<file path="src/rtl/dot_acc.sv">
// Signed dot-product accumulator: sums a vector of signed products and holds the result on a valid/ready output.
// Define DOT_ACC_SAT_EN to clamp on signed overflow; otherwise the accumulator wraps.
module dot_acc #(
    parameter int PROD_W  = 16,
    parameter int ACC_W   = 24,
    parameter int MAX_LEN = 16,
    localparam int LEN_W  = $clog2(MAX_LEN + 1)
) (
    input  logic                     clk,
    input  logic                     rst_n,
    input  logic                     prod_valid,
    input  logic signed [PROD_W-1:0] prod_i,
    input  logic                     prod_last,
    output logic                     prod_ready,
    input  logic                     flush,
    output logic                     acc_valid,
    output logic signed [ACC_W-1:0]  acc_o,
    output logic [LEN_W-1:0]         acc_len,
    output logic                     acc_ovf,
    input  logic                     out_ready
);

    typedef enum logic {S_ACC, S_DONE} state_e;

    state_e                  state_q, state_d;
    logic signed [ACC_W-1:0] acc_q, acc_d;
    logic [LEN_W-1:0]        cnt_q, cnt_d;
    logic                    ovf_q, ovf_d;
    logic signed [ACC_W-1:0] res_acc_q, res_acc_d;
    logic [LEN_W-1:0]        res_len_q, res_len_d;
    logic                    res_ovf_q, res_ovf_d;

    logic signed [ACC_W-1:0] prod_ext;
    logic signed [ACC_W-1:0] sum_raw;
    logic signed [ACC_W-1:0] sum;
    logic                    add_ovf;
    logic [LEN_W-1:0]        cnt_inc;
    logic                    xfer;
    logic                    term;

    assign prod_ready = rst_n && (state_q == S_ACC);
    assign acc_valid  = (state_q == S_DONE);
    assign acc_o      = res_acc_q;
    assign acc_len    = res_len_q;
    assign acc_ovf    = res_ovf_q;

    // Overflow only when both addends share a sign and the sum's sign differs from it.
    always_comb begin
        prod_ext = {{(ACC_W-PROD_W){prod_i[PROD_W-1]}}, prod_i};
        sum_raw  = acc_q + prod_ext;
        add_ovf  = (acc_q[ACC_W-1] == prod_ext[ACC_W-1]) && (sum_raw[ACC_W-1] != acc_q[ACC_W-1]);
`ifdef DOT_ACC_SAT_EN
        if (add_ovf)
            sum = acc_q[ACC_W-1] ? {1'b1, {(ACC_W-1){1'b0}}} : {1'b0, {(ACC_W-1){1'b1}}};
        else
            sum = sum_raw;
`else
        sum = sum_raw;
`endif
        cnt_inc = cnt_q + LEN_W'(1);
        xfer    = prod_valid && prod_ready;
        term    = xfer && (prod_last || (cnt_inc == LEN_W'(MAX_LEN)));
    end

    // NOTE: every next-state signal gets its default first, so no path leaves one unassigned (no latches).
    always_comb begin
        state_d   = state_q;
        acc_d     = acc_q;
        cnt_d     = cnt_q;
        ovf_d     = ovf_q;
        res_acc_d = res_acc_q;
        res_len_d = res_len_q;
        res_ovf_d = res_ovf_q;

        if (flush) begin
            state_d = S_ACC;
            acc_d   = '0;
            cnt_d   = '0;
            ovf_d   = 1'b0;
        end else begin
            case (state_q)
                S_ACC: begin
                    if (xfer) begin
                        acc_d = sum;
                        cnt_d = cnt_inc;
                        ovf_d = ovf_q | add_ovf;
                    end
                    if (term) begin
                        res_acc_d = sum;
                        res_len_d = cnt_inc;
                        res_ovf_d = ovf_q | add_ovf;
                        state_d   = S_DONE;
                    end
                end
                S_DONE: begin
                    if (out_ready) begin
                        state_d = S_ACC;
                        acc_d   = '0;
                        cnt_d   = '0;
                        ovf_d   = 1'b0;
                    end
                end
                default: state_d = S_ACC;
            endcase
        end
    end

    // NOTE: state registers use non-blocking assignments so all flops update together at the edge.
    always_ff @(posedge clk) begin
        if (!rst_n) begin
            state_q   <= S_ACC;
            acc_q     <= '0;
            cnt_q     <= '0;
            ovf_q     <= 1'b0;
            res_acc_q <= '0;
            res_len_q <= '0;
            res_ovf_q <= 1'b0;
        end else begin
            state_q   <= state_d;
            acc_q     <= acc_d;
            cnt_q     <= cnt_d;
            ovf_q     <= ovf_d;
            res_acc_q <= res_acc_d;
            res_len_q <= res_len_d;
            res_ovf_q <= res_ovf_d;
        end
    end

endmodule
</file>
<file path="config.mk">
export PLATFORM = sky130hd
export DESIGN_NAME = dot_acc
export DESIGN_NICKNAME = d
export VERILOG_FILES = /design/src/rtl/dot_acc.sv
export SDC_FILE = /design/constraint.sdc
export NUM_CORES = 1
export LEC_CHECK = 0
export BUFFER_PORTS_ARGS = -buffer_cell sky130_fd_sc_hd__buf_2
export CAP_MARGIN = 5
export CORE_MARGIN = 2
export CORE_UTILIZATION = 42
export CTS_BUF_LIST = sky130_fd_sc_hd__clkbuf_4 sky130_fd_sc_hd__clkbuf_8
export DETAILED_ROUTE_END_ITERATION = 16
export PLACE_DENSITY = 0.66
export SETUP_SLACK_MARGIN = 0.05
export SKIP_CTS_REPAIR_TIMING = 1
export SYNTH_ARGS = -nofsm -noshare
export SYNTH_HDL_FRONTEND = slang
export SYNTH_SLANG_ARGS = --single-unit
</file>
<file path="constraint.sdc">
create_clock -name clk -period 7.73 [get_ports clk]
set_clock_uncertainty 0.1 [all_clocks]
set_input_delay 1.1595 -clock clk [delete_from_list [all_inputs] [get_ports clk]]
set_output_delay 1.1595 -clock clk [all_outputs]
set_load 0.02 [all_outputs]
</file>
==> flow_summary.yaml <==
yosys:
  synth_edf_count: 0
  synth_top_area_cell: "dfxtp_1"
  synth_fp_nets: 456
  synth_area_leaders: "dfxtp_1, ha_1, nand2_1, a21oi_1, xnor2_1"
  synthCells: 408
  synth-seq-cells: 61
  ys_types: 52
  synth_seq_area_share_pct: 35.7
  synth.top_cell.area_share_pct: 35.7
  avgSynthCellArea_sq_um: 8.38
  synth.yosys.warnings: 0
  synthArstFlopShare_pct: 0
  ys.flop_type: "dfxtp_1"
  syn-cell-area_sq_um: 3420
routing:
  post-route-drc-count: 0
  drt-initial-drc-count: 162
  firstDrtPassIters: 4
  postRouteWirelength_um: 8140
  vias_per_cell: 5.39
  wl_per_cell_um: 14.6
  vias: 3006
  drtAntennaViolNets: 0
pwr:
  power_leakage_nw: 1.77
  power_uw: 692
  powerDensity_nw_per_um2: 178
  peakVddDrop_v: 0.000105
floorplanning:
  die_w_um: 94.2
  core-area_sq_um: 7810
  ios: 54
  initial_core_util_pct: 43.8
  rows: 32
  die_h_um: 94.2
  dieArea_sq_um: 8880
timing:
  finalCritPeriodShare_pct: 47.3
  min_period_ps: 3660
  hold_viol: 0
  setup_viol: 0
  worst_pin_slew_ps: 1220
  rsz0062_at_grt: "false"
  fin_tns_setup_ps: 0
  finalMaxSlewViolations: 0
  fmax_mhz: 273
  max_slew_margin_pct: 18.9
clocking:
  cts.htree.levels: 3
  insertion_delay_ps: 340
  cts_tree: "built"
  cts-root-buf: "clkbuf_8"
  clkTransAtPathRegs_ps: 70
  ctsLongestPathBuffers: 2
  cts_sinks: 61
  cts_buffers: 9
setup_path:
  crit_path_end_kind: "flip-flop"
  crit_path_frequent_cell: "nand2_1"
  slowest_stage: "nor2_2"
  cpPeakStageDelay_ps: 920
  start_kind: "input pin"
  critPathBufInv: 1
  worst-setup-path-type: "input pin to flip-flop"
  critPathMaxFanout: 35
  reg2reg_slack_ps: 4820
  crit_family: "simple AND/OR/NAND/NOR gates"
  crit_required_ps: 7860
  cp_cell_sequence: "buf_2 -> and2_0 -> nand2_1 -> nor2_2 -> nand2_1 -> o211a_1"
  critPathArrivalTime_ps: 3790
global_route:
  antenna_found_initial: 0
  grt_pass1_wl_um: 13400
  globalRouteOverflowTotal: 0
  grt_max_degree: 36
  track_usage_pct: 19.4
  grt_pass1_vias: 2764
place:
  gp_congestion: 0.859
  io_buffers: 53
  dp_hpwl_um: 5890
  placedCellCount: 543
layout:
  layout.cells.non_filler: 558
  syn_to_final_growth_pct: 14.0
  drive_gt1_share_pct: 17.5
  fillers: 779
  layout.nets: 500
  n_antenna_cell: 0
flow_run:
  drv_cap: 0
worst_hold_path:
  hold_class: "flip-flop to flip-flop"
status:
  status: "finished, final reports clean"
## synth_stat cells, types with 11 or more instances
master     n
dfxtp_1   61
nand2_1   60
nor2_1    33
a21oi_1   28
ha_1      25
a21boi_0  15
clkbuf_1  15
nand3_1   15
o21ai_0   15
xnor2_1   15
a21o_1    11
a22oi_1   11
## state kept, by name, indices dropped and copies added, names as in the netlist
signal     count
acc_o         24
cnt_q          5
acc_ovf        1
ovf_q          1
acc_valid      1
acc_len        5
acc_q         24
## where the power goes
group	switching [mW]	leakage [nW]	internal, mW
Sequential	0.00538	0.494	0.323
Clock	0.121	0.0994	0.148
Combinational	0.0595	1.18	0.0364
Total	0.186	1.77	0.507
## through the flow
step	utilization [%]	worst slack [ps]	hold WS (ps)	area (sq um)
3_5_place_dp	47.5	3710	350	3710
2_1_floorplan	-	4460	329	3420
5_1_grt	49.9	3660	401	3900
6_report	49.9	4070	356	3900
4_1_cts	49.9	4060	360	3900
3_3_place_gp	47.5	3820	342	3710
## metal layers
layer / up-vias / track usage [%] / wire length [um]
li1: 1526 / - / -
met1: 1416 / 24.3 / 3810
met2: 56 / 32.1 / 3940
met3: 8 / 5.62 / 277
met4: 0 / 5.80 / 107
met5: - / 0 / 0
## layout by cell type (no fill, tap or decap), drive strengths merged, types with 3 or more instances in the layout
cell type,synthesis,layout
dfxtp,61,61
nand2,60,60
buf,5,54
nor2,34,34
a21oi,30,30
ha,25,25
o21ai,21,21
nand3,15,15
xnor2,15,15
a21boi,15,15
clkbuf,16,14
a21o,11,11
a22oi,11,11
xor2,10,10
a22o,10,10
inv,8,8
nor2b,5,5
a31oi,5,5
and3,5,5
o21a,5,5
o211a,4,4
nand2b,4,4
and2,4,4
nor3b,3,3
o21bai,3,3
or2,3,3
## kinds of logic (layout without fill, tap and decap cells)
group,count (synthesis),after routing,share of synthesized area (%)
adders and majority gates,26,26,9.73
DFF,61,61,35.7
buffers and inverters,29,77,4.10
AOI/OAI and AO/OA,124,124,24.7
xor gates and xnor gates,25,25,6.40
muxes,1,1,0.293
and+or+nand+nor,142,142,19.0
## worst register-to-register path: stages, from the launching register on
cell and delay, ps:
dfxtp_1 360, nor2b_1 220, and2_0 670, nand2_1 210, nor2_2 920, nand2_1 140, o211a_1 180
## worst paths after layout
check / from / to / depth (start not counted)
setup / recovery: rst_n / acc_len[2]$_SDFFE_PN0P_ / 6
setup reg to reg: acc_valid$_SDFF_PP0_ / acc_len[2]$_SDFFE_PN0P_ / 6
hold / removal: acc_o[18]$_SDFFE_PN0P_ / acc_o[18]$_SDFFE_PN0P_ / 2
hold reg to reg: acc_o[18]$_SDFFE_PN0P_ / acc_o[18]$_SDFFE_PN0P_ / 2
## layout make-up
class	count	area [sq um]	area share, %
multi-input cells	318	2060	52.9
flip-flops and latches	61	1220	31.3
repair buffers	54	273	7.00
clock buffers	14	180	4.62
well taps	102	128	3.27
inverters	8	30.0	0.770
clock inverters	1	5.00	0.128
Power figures use the tool's default switching activity.
